## src/rtl/toggle_arb_pkg.sv

```systemverilog
// Shared types and constants for the toggle-element arbiter.
package toggle_arb_pkg;

    typedef enum logic [2:0] {
        S_INIT,
        S_IDLE,
        S_FIRE,
        S_WAIT,
        S_ERR
    } state_t;

    // Cycles the toggle element is held in reset after arbiter reset.
    localparam int unsigned INIT_CYCLES = 2;

    // Toggle output side encoding; also the encoding of steer.
    localparam logic DOT   = 1'b0;
    localparam logic BLANK = 1'b1;

endpackage

```

## src/rtl/toggle_arb_rr.sv

```systemverilog
// Round-robin picker: first asserted request at or after ptr, wrapping.
module rr_arbiter #(
    parameter int unsigned N = 4
) (
    input  logic [N-1:0]         req,
    input  logic [$clog2(N)-1:0] ptr,
    output logic [N-1:0]         grant_c,
    output logic [$clog2(N)-1:0] idx_c
);

    localparam int unsigned PW = $clog2(N);

    logic found;

    always_comb begin
        grant_c = '0;
        idx_c   = '0;
        found   = 1'b0;
        for (int unsigned i = 0; i < N; i++) begin
            int unsigned j;
            j = 32'(ptr) + i;
            if (j >= N) begin
                j = j - N;
            end
            if (!found && req[j]) begin
                grant_c[j] = 1'b1;
                idx_c      = PW'(j);
                found      = 1'b1;
            end
        end
    end

endmodule

```

## src/rtl/toggle_arb.sv

```systemverilog
// Arbitrates N_REQ requesters onto one asynchronous toggle element and
// checks that each event returns on the expected alternating output.
module toggle_arb
    import toggle_arb_pkg::*;
#(
    parameter int unsigned N_REQ   = 4,
    parameter int unsigned TIMEOUT = 15
) (
    input  logic             clk,
    input  logic             rst,
    input  logic [N_REQ-1:0] req,
    output logic [N_REQ-1:0] grant,
    output logic             done,
    output logic             steer,
    output logic             busy,
    output logic             err,
    output logic             tog_in,
    output logic             tog_rstn,
    input  logic             tog_dot,
    input  logic             tog_blank
);

    localparam int unsigned PW  = $clog2(N_REQ);
    localparam int unsigned CW  = 8;
    localparam int unsigned ICW = $clog2(INIT_CYCLES + 1);

    state_t           state;
    logic [PW-1:0]    ptr;
    logic             exp_side;
    logic [CW-1:0]    tcnt;
    logic [ICW-1:0]   icnt;

    logic             dot_s1, dot_s2, dot_s3;
    logic             blank_s1, blank_s2, blank_s3;

    logic [N_REQ-1:0] pick_c;
    logic [PW-1:0]    pick_idx_c;
    logic             dot_edge_c, blank_edge_c, any_edge_c;
    logic             exp_edge_c, other_edge_c;

    rr_arbiter #(.N(N_REQ)) u_rr (
        .req     (req),
        .ptr     (ptr),
        .grant_c (pick_c),
        .idx_c   (pick_idx_c)
    );

    // Edges on the synchronized toggle outputs, split by expected side.
    always_comb begin
        dot_edge_c   = dot_s2 ^ dot_s3;
        blank_edge_c = blank_s2 ^ blank_s3;
        any_edge_c   = dot_edge_c | blank_edge_c;
        exp_edge_c   = (exp_side == DOT) ? dot_edge_c : blank_edge_c;
        other_edge_c = (exp_side == DOT) ? blank_edge_c : dot_edge_c;
    end

    always_ff @(posedge clk) begin
        if (rst) begin
            state    <= S_INIT;
            ptr      <= '0;
            exp_side <= DOT;
            tcnt     <= '0;
            icnt     <= '0;
            grant    <= '0;
            done     <= 1'b0;
            steer    <= DOT;
            busy     <= 1'b0;
            err      <= 1'b0;
            tog_in   <= 1'b0;
            tog_rstn <= 1'b0;
            dot_s1   <= 1'b0;
            dot_s2   <= 1'b0;
            dot_s3   <= 1'b0;
            blank_s1 <= 1'b0;
            blank_s2 <= 1'b0;
            blank_s3 <= 1'b0;
        end else begin
            dot_s1   <= tog_dot;
            dot_s2   <= dot_s1;
            dot_s3   <= dot_s2;
            blank_s1 <= tog_blank;
            blank_s2 <= blank_s1;
            blank_s3 <= blank_s2;
            done     <= 1'b0;

            case (state)
                S_INIT: begin
                    if (icnt == ICW'(INIT_CYCLES - 1)) begin
                        tog_rstn <= 1'b1;
                        state    <= S_IDLE;
                    end else begin
                        icnt <= icnt + ICW'(1);
                    end
                end

                S_IDLE: begin
                    // The element must stay quiet when no event is outstanding.
                    if (any_edge_c) begin
                        err   <= 1'b1;
                        state <= S_ERR;
                    end else if (|req) begin
                        grant <= pick_c;
                        busy  <= 1'b1;
                        ptr   <= (pick_idx_c == PW'(N_REQ - 1)) ? '0
                                                                : pick_idx_c + PW'(1);
                        state <= S_FIRE;
                    end
                end

                S_FIRE: begin
                    if (any_edge_c) begin
                        err   <= 1'b1;
                        grant <= '0;
                        busy  <= 1'b0;
                        state <= S_ERR;
                    end else begin
                        tog_in <= ~tog_in;
                        tcnt   <= '0;
                        state  <= S_WAIT;
                    end
                end

                S_WAIT: begin
                    if ((dot_edge_c && blank_edge_c) || other_edge_c) begin
                        err   <= 1'b1;
                        grant <= '0;
                        busy  <= 1'b0;
                        state <= S_ERR;
                    end else if (exp_edge_c) begin
                        done     <= 1'b1;
                        steer    <= exp_side;
                        grant    <= '0;
                        busy     <= 1'b0;
                        exp_side <= ~exp_side;
                        state    <= S_IDLE;
                    end else if (tcnt == CW'(TIMEOUT - 1)) begin
                        err   <= 1'b1;
                        grant <= '0;
                        busy  <= 1'b0;
                        state <= S_ERR;
                    end else begin
                        tcnt <= tcnt + CW'(1);
                    end
                end

                S_ERR: begin
                    err   <= 1'b1;
                    grant <= '0;
                    busy  <= 1'b0;
                end

                default: begin
                    state <= S_ERR;
                end
            endcase
        end
    end

endmodule

```

## config.mk

```make
export PLATFORM = sky130hd
export DESIGN_NAME = toggle_arb
export DESIGN_NICKNAME = d
export VERILOG_FILES = /design/src/rtl/toggle_arb_pkg.sv /design/src/rtl/toggle_arb_rr.sv /design/src/rtl/toggle_arb.sv
export SDC_FILE = /design/constraint.sdc
export NUM_CORES = 1
export LEC_CHECK = 0
export ABC_AREA = 1
export BUFFER_PORTS_ARGS = -buffer_cell sky130_fd_sc_hd__buf_2
export CORE_ASPECT_RATIO = 1.5
export CORE_MARGIN = 8
export CORE_UTILIZATION = 62
export DETAILED_ROUTE_END_ITERATION = 10
export HOLD_SLACK_MARGIN = 0.12
export PLACE_DENSITY = 0.83
export SLEW_MARGIN = 20
export SYNTH_ARGS = -nofsm -noshare
export SYNTH_HDL_FRONTEND = slang
export SYNTH_SLANG_ARGS = --single-unit
```

## constraint.sdc

```tcl
create_clock -name clk -period 2.8 [get_ports clk]
set_clock_uncertainty 0.1 [all_clocks]
set_input_delay 0.28 -clock clk [delete_from_list [all_inputs] [get_ports clk]]
set_output_delay 0.28 -clock clk [all_outputs]
set_load 0.02 [all_outputs]
```

=== Word-level counts from Yosys, hierarchy flattened ===
Index checks and enable logic that the tools add are counted.

* Bits in registers: 32
* Output and inout port bits: 10
* Input port bits: 8

* Equality and inequality tests: 20
* Multiplexer cells: 67
* $add $sub $neg: 10
* Reductions and logical operators: 28
* Magnitude comparators: 12
* Bitwise logic cells: 13

{| class="wikitable"
|+ Operators with widths
! cell !! count
|-
| greater-or-equal comparator 32 x 1 -> 1 bit (second input constant) || 4
|-
| < comparator 32 x 3 -> 1 bit (second input constant) || 4
|-
| two-way mux 32 bit || 4
|-
| greater-or-equal comparator 32 x 3 -> 1 bit (second input constant) || 3
|-
| subtractor 32 x 3 -> 32 bit (second input constant) || 3
|-
| two-way mux 4 bit || 10
|-
| two-way mux 8 bit || 4
|-
| two-way mux 1 bit || 24
|-
| two-way mux 3 bit || 7
|-
| != test 2 bit (second input constant) || 8
|-
| one-hot mux 4 bit (4 select lines) || 1
|-
| one-hot mux 8 bit (2 select lines) || 1
|-
| one-hot mux 3 bit (5 select lines) || 1
|-
| OR 4 bit || 3
|-
| two-way mux 2 bit || 5
|-
| AND reduction 5 bit || 2
|-
| != test 3 bit (second input constant) || 3
|-
| adder 8 x 1 -> 8 bit (second input constant) || 1
|-
| binary-select mux 1 bit (select 2 bit) || 4
|-
| demux 1 bit (select 2 bit) || 4
|-
| equality test 8 x 4 -> 1 bit (second input constant) || 1
|-
| logical AND 1 bit || 8
|-
| AND reduction 4 bit || 2
|-
| NOT 1 bit || 7
|-
| other kinds (27) || 36
|}

=== Longest topological paths before layout ===
Gate-level depths: netlist (run 1).

* Word-level depth: 17
* Depth in mapped cells: 13

=== Hierarchy ===
A second synthesis (run 1) with hierarchy kept.

* Cell total of the unflattened synthesis: 310
* Area total of the unflattened synthesis: 2112.0 sq um

{| class="wikitable"
|+ Modules (own cells, without submodules)
! module !! cells each !! area each (sq um) !! times used
|-
| toggle_arb || 225 || 1597.8 || 1
|-
| rr_arbiter || 85 || 514.2 || 1
|}

=== Worst setup path before layout (run 1) ===
Ideal clock, no wire load.

* Path type: register -> register
* Start: register ptr[0]
* End: register ptr[1]
* Stages on the path, launching flop included: 14
* Data required time: 2.585 ns
* Period minus slack after synthesis: 1.910 ns
* Arrival: 1.695 ns
* Setup slack: 0.890 ns
* Path through: dfxtp_1 > inv_2 > ha_1 > inv_1 > nand3_1 > nand2_1 > nor2_4 > nand2_1 > nand2_1 > nand2_1 > nand2_1 > nand2_1 > o21bai_1 > nor2_1

* Longest elaborated chain between the ends: 16
* Elaborated cells between the ends (all ways): 39
* Classes of those cells: add/sub: 8; order compare: 4; eq/ne: 1; mux: 20; reduce/logical: 6

{| class="wikitable"
|+ RTL lines
! item !! RTL line !! source
|-
| from (decl) || toggle_arb.sv:28 || <nowiki>logic [PW-1:0] ptr;</nowiki>
|-
| from (signal assigned) || toggle_arb.sv:104 || <nowiki>ptr <= (pick_idx_c == PW'(N_REQ - 1)) ? '0</nowiki>
|-
| branches (longest 13 deep; another with subtractor 32 x 3 -> 32 bit) || - ||
|-
| two-way mux 2 bit (*) || toggle_arb_rr.sv:25 || <nowiki>if (!found && req[j]) begin</nowiki>
|-
| adder 2 x 1 -> 2 bit or equality test 2 bit (tied branches) || toggle_arb.sv:105, toggle_arb.sv:104 ||
|-
| two-way mux 2 bit (*) || toggle_arb.sv:104 ||
|}

Every way passes the cells marked *. The select of a mux whose other input is x is not followed.
A chain may end at the register's enable or synchronous reset.

=== Worst setup path in the final report (run 1) ===
Ends and elaborated chain as after synthesis.

==> load_flow_metrics.sql, run 1 <==
INSERT INTO impl_metrics (metric_group, metric, value, unit) VALUES
('run_status', 'run_status', 'completed', ''),
('sta', 'fmax_achieved', '0.459', 'GHz'),
('cts', 'cts-buffers-inserted', '5', ''),
('min_path', 'hold_path_startpoint', 'rst', ''),
('floorplan', 'coreArea', '2820', 'µm²'),
('cts', 'tritoncts', 'yes', ''),
('sta', 'timing_worst_slew_pin_value', '0.480', 'ns'),
('critical_path', 'critPathBufInv', '2', ''),
('layout', 'drive_above_1_share', '14.3', '%'),
('routing', 'drcViolationCount', '0', ''),
('critical_path', 'cp.arrival', '2.25', 'ns'),
('critical_path', 'critical_path.cell_chain', 'inv_2 -> ha_1 -> inv_1 -> nand3_1 -> nand2_1 -> nor2_4 -> nand2_1 -> nand2_1 -> nand2_1 -> nand2_1 -> nand2_1 -> o21bai_1 -> nor2_1', ''),
('critical_path', 'worst_path_dominant_cell_family', 'simple AND/OR/NAND/NOR gates', ''),
('power', 'p_per_area', '850', 'nW/µm²'),
('cts', 'clock_sink_count', '32', ''),
('place', 'placedCellCount', '316', ''),
('critical_path', 'worstPathRequired', '2.87', 'ns'),
('place', 'preCtsSetupSlack', '0.673', 'ns'),
('cts', 'ctsResizeCount', '0', ''),
('routing', 'num_vias', '1697', ''),
('routing', 'drt-total-wl', '3870', 'µm'),
('critical_path', 'crit-reg2reg-capture', 'ptr[1]', ''),
('sta', 'report.final.slew_viol_count', '0', ''),
('job', 'max_cap_violations', '0', ''),
('layout', 'areaGrowthSynthToFinish', '12.5', '%'),
('place', 'place.gp.congestion', '0.864', ''),
('layout', 'antenna_cells', '0', ''),
('global_routing', 'wire_length_of_the_first_global_routing_pass', '6600', 'µm'),
('routing', 'drt-initial-drc-count', '45', ''),
('floorplan', 'floorplan.initialDensity', '63.7', '%'),
('floorplan', 'io_pins', '18', ''),
('min_path', 'min_path_cells', '2', ''),
('min_path', 'hold_class', 'in2reg', ''),
('sta', 'setup_total_negative_slack', '0', 'ns'),
('yosys', 'fraction_of_the_yosys_area_taken_by_sequential_cells', '35.6', '%'),
('yosys', 'post_synth_inst_count', '262', ''),
('power', 'leakagePower', '0.964', 'nW'),
('yosys', 'synthFlopType', 'dfxtp_1', ''),
('critical_path', 'cp_endpoint_kind', 'register', ''),
('sta', 'setup_violations', '0', ''),
('sta', 'grt_setup_unrepaired', 'false', ''),
('cts', 'clk_pin_slew_worst_paths', '0.06', 'ns'),
('sta', 'hold-worst-slack', '0.305', 'ns'),
('global_routing', 'groute.usage.overall', '17.7', '%'),
('critical_path', 'critical_path.max_fanout', '9', ''),
('cts', 'post_cts.repair.setup_buffers', '0', ''),
('yosys', 'synth-seq-cells', '32', ''),
('sta', 'final_critical_path_setup_slack', '0.624', 'ns'),
('power', 'power.ir.vdd_worst', '0.554', 'mV'),
('critical_path', 'critPathKind', 'reg2reg', ''),
('yosys', 'avgSynthCellArea', '6.86', 'µm²'),
('routing', 'vias_per_cell', '5.22', ''),
('yosys', 'mappedNetlistArea', '1800', 'µm²'),
('sta', 'layout_worst_path_cycle_share', '77.7', '%'),
('floorplan', 'die-area', '4910', 'µm²'),
('cts', 'clk_path_buf_depth', '2', ''),
('layout', 'nNetsFinal', '302', ''),
('min_path', 'hold_path_end', 'err', ''),
('sta', 'slew_headroom', '67.8', '%'),
('yosys', 'post_synthesis_net_count', '278', ''),
('global_routing', 'grt_max_degree', '23', ''),
('yosys', 'synth_edf_count', '0', ''),
('routing', 'avgRoutedWirePerCell', '11.9', 'µm'),
('critical_path', 'cp-start-kind', 'register', ''),
('floorplan', 'chipHeight', '82.0', 'µm'),
('yosys', 'share_of_flip_flops_with_an_asynchronous_set_or_reset_after_synthesis', '0', '%'),
('global_routing', 'grt_pass1_vias', '1635', ''),
('critical_path', 'worst-r2r-cell-count', '13', ''),
('critical_path', 'timing.critical_path.slowest_stage_cell', 'dfxtp_1', ''),
('place', 'io_buffer_count', '17', ''),
('place', 'dp.final_hpwl', '3060', 'µm');
## worst max-delay path by stage
stage                 from  depth (start not counted)  endpoint
floorplan           ptr[0]                         13    ptr[1]
global placement    ptr[0]                         13    ptr[1]
detailed placement  ptr[0]                         13    ptr[1]
CTS                 ptr[0]                         13    ptr[1]
global route        ptr[0]                         13    ptr[1]
finish              ptr[0]                         13    ptr[1]
## kinds of logic after synthesis
kind of cell	share of synthesized area, %
adder cells (fa/ha/maj)	5.57
AO/OA/AOI/OAI	13.9
XOR/XNOR	2.92
flip-flops	35.6
buffers and inverters	8.77
AND/OR/NAND/NOR	33.2
## per-layer routing
layer	wire [µm]	track usage [%]	share of wire (%)
met2	2140	33.7	55
met4	137	12.2	3.5
met1	1510	16.1	39
met3	85	3.13	2.2
met5	0	0	0
## report_power, final
part           switching (mW)  leakage (nW)  total (mW)  internal, mW
Combinational           0.546         0.662       0.819         0.272
Clock                   0.159        0.0410       0.328         0.169
Sequential             0.0492         0.260       0.573         0.523
Total                   0.755         0.964        1.72         0.964
## area by class of cell
| type | instances | area, µm² |
|---|---|---|
| sequential | 32 | 641 |
| fill | 273 | 801 |
| multi-input combinational | 188 | 1000 |
| clock inverter | 1 | 5.00 |
| timing repair buffer | 19 | 105 |
| tap | 39 | 48.8 |
| clock buffer | 6 | 72.6 |
| inverter | 40 | 150 |
## synth_stat cells, types with 2 or more instances
cell	count	area share, %
inv_2	4	0.83
nand2_1	63	13
nand4_1	3	1.0
nor3_2	2	1.1
ha_1	8	5.6
xnor2_1	2	0.97
dfxtp_1	32	36
clkbuf_1	2	0.42
nor3_1	3	0.83
a22oi_1	4	1.7
o21a_1	2	0.83
nand2_2	5	1.7
nor2_4	2	1.3
o21bai_1	2	0.83
nand3_2	3	1.7
a21oi_1	19	5.3
o21ai_0	14	3.9
a31oi_1	2	0.70
inv_1	36	7.5
xor2_1	4	1.9
nor2_1	22	4.6
nand3_1	23	6.4
## per-stage QoR
step	power, mW	cell area, µm²	util [%]
2_1_floorplan	1.22	1800	-
3_3_place_gp	1.37	1920	68.2
3_5_place_dp	1.39	1920	68.2
4_1_cts	1.72	2020	71.6
5_1_grt	1.86	2020	71.6
6_report	1.72	2020	71.6
## registers in the layout (all words and copies together) (netlist names), 2 cells and up
name / count
icnt: 2
state: 3
grant: 4
ptr: 2
tcnt: 8
## layout by cell type, fill, tap and decap left out, types with 3 or more instances in the layout
cell type and count:
xor2_1 4, inv_2 4, ha_1 8, a22oi_1 4, nand2_1 63, dfxtp_1 32
nand3_1 23, a21oi_1 19, o21ai_0 14, nor3_1 3, nor2_1 22, clkbuf_8 5
nand4_1 3, nand3_2 3, inv_1 36, nand2_2 5, buf_2 17
(Power assumes the default switching activity.)
==> inputs of run 2 (changes only) <==
--- a/config.mk
+++ b/config.mk
@@ -9,10 +9,10 @@
 export BUFFER_PORTS_ARGS = -buffer_cell sky130_fd_sc_hd__buf_2
 export CORE_ASPECT_RATIO = 1.5
 export CORE_MARGIN = 8
-export CORE_UTILIZATION = 62
+export CORE_UTILIZATION = 52
 export DETAILED_ROUTE_END_ITERATION = 10
 export HOLD_SLACK_MARGIN = 0.12
-export PLACE_DENSITY = 0.83
+export PLACE_DENSITY = 0.74
 export SLEW_MARGIN = 20
 export SYNTH_ARGS = -nofsm -noshare
 export SYNTH_HDL_FRONTEND = slang
==> constraint.sdc (replaced) <==
create_clock -name clk -period 1.9 [get_ports clk]
set_clock_uncertainty 0.1 [all_clocks]
set_input_delay 0.19 -clock clk [delete_from_list [all_inputs] [get_ports clk]]
set_output_delay 0.19 -clock clk [all_outputs]
set_load 0.02 [all_outputs]
==> run 2 against run 1 <==
Effect of this change: final area up 6.9%; critical path depth down 2; hold slack worse by 0.12 ns; wire length up 7.9%; combinational power up 77%; sequential power up 44%; critical path type unchanged; register-to-register slack worse by 0.54 ns; highest routed layer unchanged; global-route usage down 2.2 points; fmax up 20%.
==> load_flow_metrics.sql, run 2 (same netlist as run 1, synthesis figures left out) <==
INSERT INTO impl_metrics (metric_group, metric, value, unit) VALUES
('run_status', 'run_status', 'completed', ''),
('layout', 'layout_commonest_cell', 'nand2_1', ''),
('cts', 'clk_root_buffer_cell', 'clkbuf_8', ''),
('sta', 'report.final.slew_viol_count', '0', ''),
('critical_path', 'cp-start-kind', 'register', ''),
('min_path', 'hold_class', 'in2reg', ''),
('critical_path', 'critical_path.cell_chain', 'inv_1 -> ha_4 -> inv_1 -> nand2_1 -> nand2_2 -> nor2_4 -> nand4_1 -> nand2_1 -> nand2_1 -> o21bai_1 -> nor2_1', ''),
('critical_path', 'worstSetupStartpoint', 'ptr[1]', ''),
('sta', 'setup_total_negative_slack', '0', 'ns'),
('global_routing', 'groute.usage.overall', '15.5', '%'),
('floorplan', 'rows', '26', ''),
('critical_path', 'path_common_cell', 'nand2_1', ''),
('place', 'placedCellCount', '327', ''),
('critical_path', 'ff2ff_setup_slack', '0.09', 'ns'),
('power', 'p_per_area', '1300', 'nW/µm²'),
('critical_path', 'worst-r2r-cell-count', '11', ''),
('critical_path', 'crit_path_end', 'ptr[1]', ''),
('routing', 'drt-total-wl', '4180', 'µm'),
('routing', 'drt_pre_antenna_iters', '4', ''),
('cts', 'tritoncts', 'yes', ''),
('critical_path', 'crit_path_max_incr_delay', '0.33', 'ns'),
('layout', 'max_flop_register', 'tcnt', ''),
('critical_path', 'critical_path.max_fanout', '5', ''),
('layout', 'antenna_cells', '0', ''),
('place', 'io_buffer_count', '17', ''),
('place', 'placed_area', '1990', 'µm²'),
('sta', 'layout_worst_path_cycle_share', '95.5', '%'),
('layout', 'drive_above_1_share', '19.9', '%'),
('layout', 'fillCellCount', '316', ''),
('routing', 'drt-initial-drc-count', '86', ''),
('cts', 'clk_pin_slew_worst_paths', '0.06', 'ns'),
('layout', 'stdcell_count', '339', ''),
('floorplan', 'die-width', '64.0', 'µm'),
('power', 'power.total', '2.80', 'mW'),
('global_routing', 'grt_pass1_vias', '1650', ''),
('critical_path', 'reg_to_reg_critical_path_startpoint', 'ptr[1]', ''),
('power', 'power.ir.vdd_worst', '0.862', 'mV'),
('layout', 'top_regs', 'tcnt x8, grant x4, state x3', ''),
('routing', 'vias_per_cell', '5.17', ''),
('job', 'max_cap_violations', '0', ''),
('sta', 'timing_worst_slew_pin_value', '0.397', 'ns'),
('layout', 'mostFrequentLayoutCells', '62 x nand2_1, 36 x inv_1, 31 x dfxtp_1, 22 x nor2_1, 19 x nand3_1', ''),
('sta', 'slew_headroom', '73.4', '%'),
('sta', 'fmax_achieved', '0.551', 'GHz'),
('cts', 'clock_insertion_delay_worst_skew', '0.28', 'ns'),
('layout', 'areaGrowthSynthToFinish', '20.2', '%'),
('critical_path', 'worstPathRequired', '1.97', 'ns'),
('critical_path', 'cp_endpoint_kind', 'register', ''),
('global_routing', 'grt_max_degree', '22', ''),
('routing', 'route.antenna.remaining_nets', '0', ''),
('floorplan', 'die-area', '5630', 'µm²'),
('critical_path', 'crit-reg2reg-capture', 'ptr[1]', ''),
('critical_path', 'timing.critical_path.slowest_stage_cell', 'dfxtp_1', ''),
('cts', 'clock_sink_count', '32', ''),
('sta', 'hold-worst-slack', '0.187', 'ns'),
('floorplan', 'chipHeight', '88.0', 'µm'),
('routing', 'avgRoutedWirePerCell', '12.3', 'µm'),
('floorplan', 'io_pins', '18', ''),
('global_routing', 'wire_length_of_the_first_global_routing_pass', '6960', 'µm'),
('place', 'dp.final_hpwl', '3130', 'µm'),
('layout', 'nNetsFinal', '312', ''),
('sta', 'setup_violations', '0', ''),
('routing', 'drcViolationCount', '0', ''),
('floorplan', 'coreArea', '3350', 'µm²'),
('cts', 'clk_path_buf_depth', '2', ''),
('sta', 'finalWorstPathRequiredPeriod', '1.81', 'ns'),
('routing', 'num_vias', '1752', ''),
('critical_path', 'cp.arrival', '1.89', 'ns'),
('critical_path', 'critPathKind', 'reg2reg', ''),
('global_routing', 'antenna_found_initial', '0', ''),
('sta', 'timing_hold_violations_final', '0', ''),
('layout', 'max_reg_flops', '8', ''),
('cts', 'cts-buffers-inserted', '5', ''),
('global_routing', 'grt_remaining_overflow', '0', ''),
('place', 'place.gp.congestion', '0.843', ''),
('floorplan', 'floorplan.initialDensity', '53.7', '%'),
('power', 'leakagePower', '1.03', 'nW'),
('cts', 'h_tree_depth', '2', ''),
('layout', 'stdcell_area', '2160', 'µm²');
## run 2: worst min path at each step
stage,cells past startpoint,startpoint,to
final,4,rst,state[1]
after CTS,4,rst,state[1]
after global placement,2,blank_s1,blank_s2
after floorplan,1,rst,tcnt[0]
after global routing,4,rst,state[1]
after detailed placement,2,dot_s1,dot_s2
## run 2: layer usage
| metal | global-route usage [%] | part of all wire [%] | up-vias |
|---|---|---|---|
| met3 | 3.20 | 2.3 | 12 |
| met4 | 8.96 | 3.1 | 0 |
| li1 | - | - | 917 |
| met5 | 0 | 0 | - |
| met1 | 14.1 | 40 | 788 |
| met2 | 30.4 | 55 | 35 |
## run 2: report_power, final
part | internal, mW | switching [mW] | total (mW) | leakage (nW)
combinational | 0.523 | 0.925 | 1.45 | 0.720
clock | 0.295 | 0.233 | 0.528 | 0.0455
sequential | 0.773 | 0.0514 | 0.824 | 0.261
## run 2: area by class of cell
cell class	instances	area (µm²)	area share, %
Timing Repair Buffer	29	180	8.34
Multi-Input combinational cell	188	1040	48.3
Inverter	40	153	7.06
Tap cell	42	52.6	2.43
Clock buffer	8	90.1	4.17
Sequential cell	32	642	29.7
## run 2: through the flow
stage | setup slack (ns) | utilization [%]
floorplan | 0.0674 | -
global placement | 0.122 | 59.4
detailed placement | 0.0382 | 59.4
CTS | 0.0235 | 62.7
global route | -0.0194 | 64.5
finish | 0.0855 | 64.5
## run 2: repair_timing
| action | 4_1_cts | 5_1_grt |
|---|---|---|
| setup endpoints to repair | 0 | 6 |
| hold endpoints to repair | 2 | 0 |
| hold buffers | 2 | 0 |
| gates resized for setup | 0 | 10 |
| setup buffers | 0 | 2 |
## run 2: worst max-delay path, delay by kind of cell, from the launching register on
family          cells  cell delay [ns]
flops               1             0.33
buf+inv             2             0.15
compound gates      1             0.15
simple gates        7             0.67
fa+ha+maj           1             0.31
